==> config.mk <==
export PLATFORM = sky130hd
export DESIGN_NAME = led_blink_driver
export DESIGN_NICKNAME = d
export VERILOG_FILES = /design/src/rtl/led_blink_driver.sv
export SDC_FILE = /design/constraint.sdc
export NUM_CORES = 1
export LEC_CHECK = 0
export ABC_CLOCK_PERIOD_IN_PS = 2310
export CORE_MARGIN = 4
export CORE_UTILIZATION = 51
export DETAILED_ROUTE_END_ITERATION = 7
export HOLD_SLACK_MARGIN = 0.06
export PLACE_DENSITY = 0.78
export SYNTH_ARGS = -nofsm -noshare
export SYNTH_HDL_FRONTEND = slang
export SYNTH_SLANG_ARGS = --single-unit
==> constraint.sdc <==
create_clock -name clk -period 2.31 [get_ports clk]
set_input_delay 0.5775 -clock clk [delete_from_list [all_inputs] [get_ports clk]]
set_output_delay 0.5775 -clock clk [all_outputs]
set_load 0.05 [all_outputs]
==> src/rtl/led_blink_driver.sv <==
// Indicator driver: converts a one-cycle request pulse into a burst of
// fixed-length blinks on a registered output, with cancel and optional restart.
module led_blink_driver #(
  parameter int ON_CYCLES  = 4,
  parameter int OFF_CYCLES = 4,
  parameter int COUNT_W    = 4,
  parameter int RETRIGGER  = 0
) (
  input  logic               clk,
  input  logic               rst,
  input  logic               trigger,
  input  logic [COUNT_W-1:0] blink_count,
  input  logic               cancel,
  output logic               led_out,
  output logic               busy,
  output logic               done
);

  localparam int MAX_CYCLES = (ON_CYCLES > OFF_CYCLES) ? ON_CYCLES : OFF_CYCLES;
  localparam int TIMER_W    = (MAX_CYCLES > 1) ? $clog2(MAX_CYCLES) : 1;

  typedef enum logic [1:0] {
    IDLE = 2'd0,
    ON   = 2'd1,
    OFF  = 2'd2
  } state_t;

  state_t               state, state_nxt;
  logic [TIMER_W-1:0]   timer, timer_nxt;
  logic [COUNT_W-1:0]   remaining, remaining_nxt;
  logic                 done_nxt;
  logic                 start;

  // A start is accepted from IDLE, or from a running sequence only when restart is enabled.
  assign start = trigger && (blink_count != '0) && ((state == IDLE) || (RETRIGGER != 0));

  always_comb begin
    state_nxt     = state;
    timer_nxt     = timer;
    remaining_nxt = remaining;
    done_nxt      = 1'b0;
    if (cancel) begin
      if (state != IDLE) begin
        state_nxt     = IDLE;
        timer_nxt     = '0;
        remaining_nxt = '0;
      end
    end else if (start) begin
      state_nxt     = ON;
      timer_nxt     = TIMER_W'(ON_CYCLES - 1);
      remaining_nxt = blink_count;
    end else begin
      case (state)
        ON: begin
          if (timer != '0) begin
            timer_nxt = timer - TIMER_W'(1);
          end else if (remaining == COUNT_W'(1)) begin
            state_nxt     = IDLE;
            remaining_nxt = '0;
            done_nxt      = 1'b1;
          end else begin
            state_nxt     = OFF;
            timer_nxt     = TIMER_W'(OFF_CYCLES - 1);
            remaining_nxt = remaining - COUNT_W'(1);
          end
        end
        OFF: begin
          if (timer != '0) begin
            timer_nxt = timer - TIMER_W'(1);
          end else begin
            state_nxt = ON;
            timer_nxt = TIMER_W'(ON_CYCLES - 1);
          end
        end
        default: begin
          state_nxt = IDLE;
        end
      endcase
    end
  end

  // Outputs are decoded from the next state so they change on the same edge as the state.
  always_ff @(posedge clk) begin
    if (rst) begin
      state     <= IDLE;
      timer     <= '0;
      remaining <= '0;
      led_out   <= 1'b0;
      busy      <= 1'b0;
      done      <= 1'b0;
    end else begin
      state     <= state_nxt;
      timer     <= timer_nxt;
      remaining <= remaining_nxt;
      led_out   <= (state_nxt == ON);
      busy      <= (state_nxt != IDLE);
      done      <= done_nxt;
    end
  end

endmodule

==> key figures <==
Routing
  • DR iter-0 viols: 37
  • Total iterations of the first detailed-routing run: 4
  • Vias: between 600 and 700
  • Post-route DRC: 0
  • Post-DRT Antenna Nets: 0
  • Vias per cell: a little under 6
  • Final WL: between 1.5 and 2 mm
  • WL per Instance: about 14 microns

GRT
  • Met3 usage: ~6.3%
  • Initial antenna violation count: 0
  • Grt ovf: 0
  • Gr busiest metal: met2
  • First-pass GRT wire length: between 2 and 3 mm
  • Met1 Track Usage GR: a little under a quarter
  • Largest net degree at the start of global routing: 7
  • GR Util met2: about 30%
  • Vias in the first global route: between 600 and 700
  • Aggregate global-route resource usage: 18.66%

Power and ir drop
  • Tot Pwr: 0.4881 mW
  • PwrDens: 557.3 nW/um^2
  • VDD IR max: approximately 0.00034 V
  • Static leakage: between 0.3 and 0.4 nW

Worst setup path
  • WP data arrival: around 2.2 ns
  • Max incr delay on CP: between 0.5 and 0.6 ns
  • CP max stage cell: or4_4
  • Critical Path, Cell by Cell: clkdlybuf4s50_1 > or4_4 > a21oi_4 > a21oi_1 > o32ai_1
  • Crit start category: input port
  • Critical Path RT: 2.46 ns
  • Buf/Inv on CP: 1
  • CP Launch Point: blink_count[1]
  • Largest delay share family, worst path: compound AO/OA/AOI/OAI gates
  • Crit path max fanout: 5
  • Critical R2R Launch: state[1]$_SDFF_PP0_
  • WS Path Type: in2reg
  • Critical Path Sink Type: flip-flop

Finish
  • Post-layout util: 66.48%
  • Fin area: ~880 sq um
  • Layout cells sized above 1: roughly an eighth
  • Nets: around 120
  • Area delta synth->final: 19.86%
  • Post-route insts no fill: 114
  • Ant diodes: 0

Clocking
  • TritonCTS clock tree: yes
  • Clock sinks: 11
  • Root Buffer: clkbuf_4
  • CTS Buffer Depth: 2
  • H-tree levels: 1
  • Cts bufs inserted: 3
  • Hold Buf Count CTS: 0
  • Setup Buffers After CTS: 0
  • CTS resizes: 0
  • CTS clk-pin slew, worst paths: approximately 0.070 ns
  • Clock latency on the worst-skew pair: around 0.27 ns

Floorplanning
  • Die Wd: 45.85 microns
  • Row count: 13
  • Die outline area: 2102 sq um
  • Starting Density: 55.46%
  • Core outline area: around 1300 sq um
  • DIE HEIGHT: about 46 microns
  • IO Pins: 11

Logic synthesis
  • Most common cell in the netlist: inv_1
  • Yosys synthesis warning count: 0
  • Post-synthesis sequential area ratio: between 30% and 40%
  • Post-synth design cell area: 730.7 sq um
  • Main synth FF type: dfxtp_1
  • Synth Area per Inst: 8.596 sq um
  • EDFF count, synth: 0
  • Yosys top cell area share: between 30% and 40%
  • Mapped Nets: 100
  • Synthesized netlist cell count: between 80 and 90
  • Yosys top cell by area: dfxtp_1
  • Ys async rst share: 0%
  • Post-synth top cells: 13 x inv_1, 11 x dfxtp_1, 8 x nand2_1
  • Synth top area cells: dfxtp_1 30%, ha_1 12%, inv_1 6.7%, nand2_1 4.1%, o32ai_1 3.6%
  • Seq cells post-synth: 11
  • Yosys cell types: 35

Timing
  • Max-slew violations: 0
  • Highest clock rate: 0.4858 GHz
  • Max-slew headroom: roughly two thirds
  • Worst Skew: ~0.0083 ns
  • Count of final setup violators: 0
  • Hold WS: 0.4678 ns
  • RSZ-0062 raised after global routing: no
  • Final period util: 89.10%
  • Worst-margin pin slew: ~0.50 ns
  • Min Clock Period, post-route: 2.058 ns
  • Final hold violation count: 0

Placed design
  • Final Wtd Congestion: 0.8706
  • Port Buf Inserts: 10
  • Placed insts: 110
  • Placed Area: between 800 and 900 sq um
  • Detailed placer's ending HPWL: 1.330 mm

Min path
  • Worst hold path startpoint: timer[0]$_SDFFE_PP0P_
  • Hold WC Path Type: reg2reg

Run status
  • Status: finished clean

Flow run
  • Max Cap Viol: 0
through the flow:
stage,setup WS [ns],setup TNS (ns)
2_1_floorplan,0.5141,0
3_3_place_gp,0.03891,0
3_5_place_dp,-0.009089,-0.009089
4_1_cts,0.2590,0
5_1_grt,0.2136,0
6_report,0.2517,0
metal layers:
layer  share of wire [%]  up-vias
met5                   0        -
met4                0.56        0
met3                 4.2        2
met2                  47       20
met1                  49      320
li1                    -      335
kinds of logic (layout without fill, tap and decap cells):
group           count (synthesis)  count (layout)  synth area share [%]
compound gates                 30              30                 33.05
simple gates                   23              23                 16.61
buf+inv                        13              27                 6.679
flops                          11              11                 30.14
fa+ha+maj                       7               7                 11.99
mux                             1               1                 1.541
sequential cells by signal (all words and copies together) (netlist names):
name       cells
busy           1
done           1
led_out        1
remaining      4
state          2
timer          2
path summary, 6_finish.rpt:
path / endpoint / slack (ns) / cells past startpoint
setup / recovery: remaining[2]$_SDFFE_PP0P_ / 0.25 / 5
hold / removal: timer[0]$_SDFFE_PP0P_ / 0.47 / 2
setup reg to reg: remaining[2]$_SDFFE_PP0P_ / 0.49 / 6
hold reg to reg: timer[0]$_SDFFE_PP0P_ / 0.47 / 2
layout make-up:
class                           instances  area (sq um)
Clock buffer                            4         26.28
Sequential cell                        11         220.2
Timing Repair Buffer                   10         100.1
Multi-Input combinational cell         61         461.7
Inverter                               13         48.80
Tap cell                               15         18.77
Fill cell                             113         441.7
worst min-delay path: cells and delay by family (launching register included):
kind / cells / cell delay [ns]
AO/OA/AOI/OAI: 1 / 0.06
flip-flops: 1 / 0.31
AND/OR/NAND/NOR: 1 / 0.05
power breakdown:
group          switching (mW)  total (mW)  internal, mW
logic                  0.0805       0.145        0.0641
clock network          0.0647       0.131        0.0667
registers             0.00920       0.212         0.203
total                   0.154       0.488         0.334
cell usage in the layout, fill, tap and decap left out, types with 2 or more instances in the layout:
master and instances:
a21oi_1 4, a22oi_1 2, and2_1 2, clkbuf_4 3
clkdlybuf4s50_1 10, dfxtp_1 11, ha_1 7, inv_1 13
nand2_1 8, nor2_1 4, o21ai_0 5, o2bb2ai_1 2
o32ai_1 3
No activity file was read; power rests on OpenSTA's default activity.
